File: config.mk
export PLATFORM = sky130hd
export DESIGN_NAME = demux8_deser
export DESIGN_NICKNAME = d
export VERILOG_FILES = /design/src/rtl/demux8_deser.sv
export SDC_FILE = /design/constraint.sdc
export NUM_CORES = 1
export LEC_CHECK = 0
export ABC_AREA = 0
export CAP_MARGIN = 25
export CORE_MARGIN = 4
export CORE_UTILIZATION = 44
export CTS_BUF_LIST = sky130_fd_sc_hd__clkbuf_16
export CTS_CLUSTER_SIZE = 14
export DETAILED_ROUTE_END_ITERATION = 10
export PLACE_DENSITY_LB_ADDON = 0.2
export SLEW_MARGIN = 0
export SYNTH_ARGS = -nofsm -noshare
export SYNTH_HDL_FRONTEND = slang
export SYNTH_SLANG_ARGS = --single-unit
File: constraint.sdc
create_clock -name clk -period 1.54 [get_ports clk]
set_clock_uncertainty 0.15 [all_clocks]
set_input_delay 0.154 -clock clk [delete_from_list [all_inputs] [get_ports clk]]
set_output_delay 0.154 -clock clk [all_outputs]
set_load 0.05 [all_outputs]
File: src/rtl/demux8_deser.sv
// 1-to-8 bit demultiplexer with an LSB-first scan (serial-to-parallel) mode.
// The mode input sampled on an edge decides how the bit accepted on that edge is routed.
module demux8_deser (
    input  logic       clk,
    input  logic       rst_n,
    input  logic       mode,
    input  logic       in_valid,
    input  logic       in_bit,
    input  logic [2:0] sel,
    output logic [7:0] out,
    output logic [7:0] out_strobe,
    output logic       byte_valid,
    output logic       busy
);

    typedef enum logic {
        ADDR = 1'b0,
        SCAN = 1'b1
    } state_t;

    state_t     state, state_nx;
    logic [2:0] idx, idx_nx;
    logic [2:0] base;
    logic [2:0] wptr;
    logic [7:0] out_nx;
    logic [7:0] strobe_nx;
    logic       bv_nx;

    always_ff @(posedge clk) begin
        if (!rst_n) begin
            state <= ADDR;
        end else begin
            state <= state_nx;
        end
    end

    always_comb begin
        state_nx = mode ? SCAN : ADDR;
    end

    // A scan entered from ADDR starts at 0 regardless of idx; leaving SCAN clears idx.
    always_comb begin
        base      = (state == SCAN) ? idx : 3'd0;
        wptr      = (state_nx == SCAN) ? base : sel;
        out_nx    = out;
        strobe_nx = '0;
        bv_nx     = 1'b0;
        idx_nx    = (state_nx == SCAN) ? base : 3'd0;
        if (in_valid) begin
            out_nx[wptr] = in_bit;
            strobe_nx    = 8'(1) << wptr;
            if (state_nx == SCAN) begin
                idx_nx = base + 3'd1;
                bv_nx  = (base == 3'd7);
            end
        end
    end

    always_ff @(posedge clk) begin
        if (!rst_n) begin
            out        <= '0;
            out_strobe <= '0;
            byte_valid <= 1'b0;
            idx        <= '0;
        end else begin
            out        <= out_nx;
            out_strobe <= strobe_nx;
            byte_valid <= bv_nx;
            idx        <= idx_nx;
        end
    end

    always_comb begin
        busy = (state == SCAN) && (idx != 3'd0);
    end

endmodule

==> results of run 1 <==
==> through the flow <==
| step | hold WS (ps) | utilization [%] | TNS (ps) | cell area [µm²] | power [µW] |
|---|---|---|---|---|---|
| after floorplan | 167 | - | 0 | 836 | 660 |
| after global placement | 338 | 69.0 | -1240 | 1220 | 727 |
| after detailed placement | 343 | 69.0 | -1740 | 1220 | 730 |
| after CTS | 355 | 73.5 | 0 | 1300 | 1270 |
| after global routing | 375 | 73.8 | -10.0 | 1300 | 1320 |
| final | 354 | 73.8 | 0 | 1300 | 1270 |
==> layout by cell type, fill, tap and decap left out, types with 2 or more instances in the layout <==
master and instances:
dfxtp_1 21, buf_4 15, nand2_1 12, nor3_1 9, buf_12 9, nand4_1 8, mux2i_1 8, clkdlybuf4s50_1 7
inv_1 4, nand3_2 3, o21a_2 3, nand3_1 3, clkbuf_16 3, o21ai_2 2, and2_1 2, nor2_1 2
xnor2_1 2
==> layer usage <==
layer / track usage, % / share of wire (%)
met2: 30.3 / 52
met1: 18.4 / 42
met5: 0 / 0
met4: 5.68 / 0
met3: 3.72 / 5.8
==> power by group <==
group          switching [µW]  internal [µW]  leakage [µW]  total (µW)
combinational            87.0           70.5      0.000337         157
clock                     197            348     0.0000409         545
sequential               10.6            554      0.000170         565
total                     294            973      0.000548        1270
==> kinds of logic (layout without fill, tap and decap cells) <==
family                    count (synthesis)  in the layout  share of synthesized area, %
xor gates and xnor gates                  3              3                          3.14
DFF                                      21             21                          50.3
buffers and inverters                     7             40                          4.19
muxes                                     8              8                          9.58
AOI/OAI and AO/OA                         7              7                          8.24
and+or+nand+nor                          39             39                          24.6
==> state kept, by name, summed over array words and instances, names as in the netlist <==
name,count
byte_valid,1
idx,3
out_strobe,8
state,1
out,8
==> critical path, stage by stage <==
cell and delay, ps:
clkdlybuf4s50_1 520, buf_6 170, nand3_2 90, o21a_2 190, nand4_1 120, mux2i_1 230
==> layout make-up <==
class	instances	area [µm²]	area share, %
clock inverter	1	5.00	0.385
clock buffer	3	75.1	5.77
multi-input combinational	57	380	29.2
sequential	21	420	32.3
inverter	4	15.0	1.15
tap	25	31.3	2.40
timing repair buffer	32	374	28.7
==> cell usage after synthesis (all sizes together) <==
library cell and instances:
dfxtp 21, nand2 12, nor3 9, mux2i 8, nand4 8, nand3 6
inv 4, o21a 3, o21ai 3, and2 2, buf 2, nor2 2
xnor2 2, clkbuf 1, o31a 1, xor2 1
==> repair_timing <==
action	in CTS	in global routing
endpoints found under the setup margin	0	9
gates resized for setup	0	1
setup buffers	0	0
==> how the worst max path moves through the flow <==
| stage | startpoint | end | slack [ps] |
|---|---|---|---|
| floorplan | state$_SDFF_PN0_ | out[0]$_SDFFE_PN0P_ | 330 |
| global placement | mode | out[1]$_SDFFE_PN0P_ | -100 |
| detailed placement | mode | out[4]$_SDFFE_PN0P_ | -180 |
| CTS | mode | out[4]$_SDFFE_PN0P_ | 40 |
| global route | mode | out_strobe[0]$_SDFF_PP0_ | -10 |
| finish | mode | out[4]$_SDFFE_PN0P_ | 90 |
==> out/results.ini, run 1 <==
[outcome]
status=complete, no violations

[worst_setup_path]
r2r_end=out[4]$_SDFFE_PN0P_
rr_startpoint=state$_SDFF_PN0_
reg2reg_depth=4
reg2reg_slack_ps=120
worstPathRequired_ps=1560
cp.arrival_ps=1470
worstSetupEndpointType=register
worstSetupPathType=in -> reg
start_kind=input pin
crit_fanout=8

[min_path]
worstHoldPathType=reg -> reg
hold_end=out[6]$_SDFFE_PN0P_
hold_depth=2
hold_path_startpoint=out[6]$_SDFFE_PN0P_

[power_and_ir_drop]
p_leak_uw=0.000548
irDropWorstVdd_uv=721
pwr_density_cell_mw_per_mm2=974

[logic_synthesis]
synth_area_um2=836
yosys-top-cells-area=dfxtp_1 50%, mux2i_1 9.6%, nand4_1 6.0%
yosys_warnings=0
synth.distinct_cells=19
syn_nets=93
ys_seq_elements=21
yosysSeqAreaShare_pct=50.3
synth_top_area_cell=dfxtp_1
syn_avg_cell_area_um2=9.83
synth_cells=85
synthDominantCellAreaShare_pct=50.3

[route]
routedWlPerCell_um=13.9
vias=739
dr.pass1.iters=4
drt_iter0_markers=20
drc_errors=0
vias_per_cell=5.17
routed_wl_um=1980
final_antenna_net_count=0

[timing]
slew_headroom_pct=82.2
finalSetupViolations=0
fmaxAchievable_mhz=688
setup_ws_ps=86.3
period_minus_slack_ps=1450
hold_viol_final=0
rsz0062_at_grt=yes
tightest_slew_ps=267
finalCritPeriodShare_pct=94.4
slew_viol_final=0

[grt]
antenna_found_initial=0
grt_start_max_net_pins=14
grt_overflow_total=0
track_usage_pct=16.5
grt_pass1_vias=756
grt_first_pass_wirelength_um=3340

[cts]
cts-root-buf=clkbuf_16
clkLatencyLatePin_ps=250
cts_sinks=21
max-clock-path-buffers=2
cts_tree=yes
clkTransAtPathRegs_ps=60
ctsHoldBuffers=0
numCtsBuffers=3
htree_levels=1

[place]
place_ws_ps=-182
gp_congestion=0.821
portBuffers=25
hpwl_um=1410
placed_cells=139

[cells_and_area]
syn2layout_area_growth_pct=55.7
antenna_cells=0
layout-drive-gt1-share_pct=32.2
nNetsFinal=127
fill_cells=135
finalNonFillerCells=143

[die]
core-area_mm2=0.00176
start_util_pct=47.4
ios=26
die_h_um=51.6
core.rowCount=15
dieWidth_um=51.6
die-area_mm2=0.00266

[run]
maxCapViolCount=0

Power figures use the tool's default switching activity.
==> run 2, diff against run 1 <==
- CORE_UTILIZATION: 44 -> 30
- CTS_CLUSTER_SIZE: 14 -> 28
==> out/results.ini, run 2 (synthesis gave the netlist of run 1 again) <==
[outcome]
status=complete, no violations

[timing]
hold_viol_final=0
tightest_slew_ps=242
rsz0062_at_grt=yes
slew_viol_final=0
finalSetupTns_ps=0
slew_headroom_pct=83.9
finalSetupViolations=0
setup_ws_ps=119
finalCritPeriodShare_pct=92.3
fmaxAchievable_mhz=704
period_minus_slack_ps=1420

[cells_and_area]
mostFrequentLayoutCell=dfxtp_1
nNetsFinal=128
largestRegisters=out: 8 flops, out_strobe: 8 flops, idx: 3 flops
syn2layout_area_growth_pct=56.9
antenna_cells=0
fin_util_pct=51.1
multiInputGateArea_um2=380
stdcell_area_mm2=0.00131
layout-drive-gt1-share_pct=32.8
layout_common_cells=21 x dfxtp_1, 17 x buf_4, 12 x nand2_1
fill_cells=256
regArea_um2=420
finalNonFillerCells=149

[cts]
clkLatencyLatePin_ps=250
cts_tree=yes
ctsResizeCount=0
max-clock-path-buffers=2
cts_sinks=21
htree_levels=1
numCtsBuffers=3
clkTransAtPathRegs_ps=50
cts-root-buf=clkbuf_16

[worst_setup_path]
reg2reg_depth=4
worstSetupPathType=in -> reg
cp_slowest_cell=clkdlybuf4s50_1
path_buf_inv=2
crit_path_end=out_strobe[0]$_SDFF_PP0_
critPathTopFamily=buffers and inverters
crit_fanout=8
cp-startpoint=mode
cp.depth=6
cp.arrival_ps=1430
r2r_end=out[2]$_SDFFE_PN0P_
worstSetupEndpointType=register
worstPathCellList=clkdlybuf4s50_1 > buf_4 > nand3_2 > o21a_2 > nand3_1 > nor3_1
worstPathRequired_ps=1550
rr_startpoint=state$_SDFF_PN0_
reg2reg_slack_ps=200
slowest_delay_ps=440
start_kind=input pin

[place]
placed_cells=145
gp_congestion=0.784
hpwl_um=1400
portBuffers=25
placed_area_mm2=0.00123
place_ws_ps=-143

[route]
drc_errors=0
vias=704
drt_iter0_markers=7
routedWlPerCell_um=12.3
vias_per_cell=4.72
dr.pass1.iters=4
final_antenna_net_count=0
routed_wl_um=1830

[grt]
grt_first_pass_wirelength_um=3240
antenna_found_initial=0
track_usage_pct=11.4
grt_overflow_total=0
grt_pass1_vias=726
grt_start_max_net_pins=13

[die]
die_h_um=60.8
die-area_mm2=0.00369
ios=26
dieWidth_um=60.8
core.rowCount=18
core-area_mm2=0.00257
start_util_pct=32.6

[power_and_ir_drop]
pwr_density_cell_mw_per_mm2=955
p_leak_uw=0.000552
irDropWorstVdd_uv=520

[min_path]
worstHoldPathType=reg -> reg

[run]
maxCapViolCount=0

==> run 2: cell types whose count changed in the layout (fill, tap and decap cells not counted) <==
cell,change
buf_4,+2
buf_6,-1
==> run 2: layout make-up <==
| cell class | instances | area share (%) |
|---|---|---|
| multi-input cells | 57 | 29.0 |
| clock inverters | 1 | 0.382 |
| repair buffers | 33 | 28.8 |
| inverters | 4 | 1.15 |
| well taps | 30 | 2.86 |
| clock buffers | 3 | 5.73 |
| flip-flops and latches | 21 | 32.1 |
==> run 2: where the power goes <==
group,internal (µW),leakage (µW),switching (µW)
clock network,348,0.0000409,184
logic,71.0,0.000341,84.6
registers,554,0.000170,10.0
total,973,0.000552,279
==> run 2: worst register-to-register path: stages, from the launching register on <==
cell and delay [ps]:
dfxtp_1 450, nand3_2 150, o21a_2 200, nand4_1 140
mux2i_1 190
==> run 2: layer usage <==
metal	global-route usage [%]	vias to the layer above	share of wire, %
li1	-	365	-
met1	14.9	319	43
met2	18.8	18	49
met3	2.77	2	6.4
met4	2.79	0	0.77
met5	0	-	0
==> run 2: how the worst min path moves through the flow <==
stage                        startpoint             endpoint  cells past startpoint
floorplan                         rst_n     state$_SDFF_PN0_                      1
global placement    out[4]$_SDFFE_PN0P_  out[4]$_SDFFE_PN0P_                      2
detailed placement  out[3]$_SDFFE_PN0P_  out[3]$_SDFFE_PN0P_                      2
CTS                 out[5]$_SDFFE_PN0P_  out[5]$_SDFFE_PN0P_                      2
global route        out[5]$_SDFFE_PN0P_  out[5]$_SDFFE_PN0P_                      2
finish              out[5]$_SDFFE_PN0P_  out[5]$_SDFFE_PN0P_                      2
==> run 2: what timing repair did <==
action,CTS,global route
hold buffers,0,0
setup endpoints to repair,0,2
buffers inserted,0,0
==> run 2: stage by stage <==
| stage | hold WS (ps) | total power, µW |
|---|---|---|
| after global routing | 387 | 1310 |
| after global placement | 339 | 730 |
| after floorplan | 167 | 660 |
| final | 350 | 1250 |
| after detailed placement | 338 | 732 |
| after CTS | 356 | 1270 |
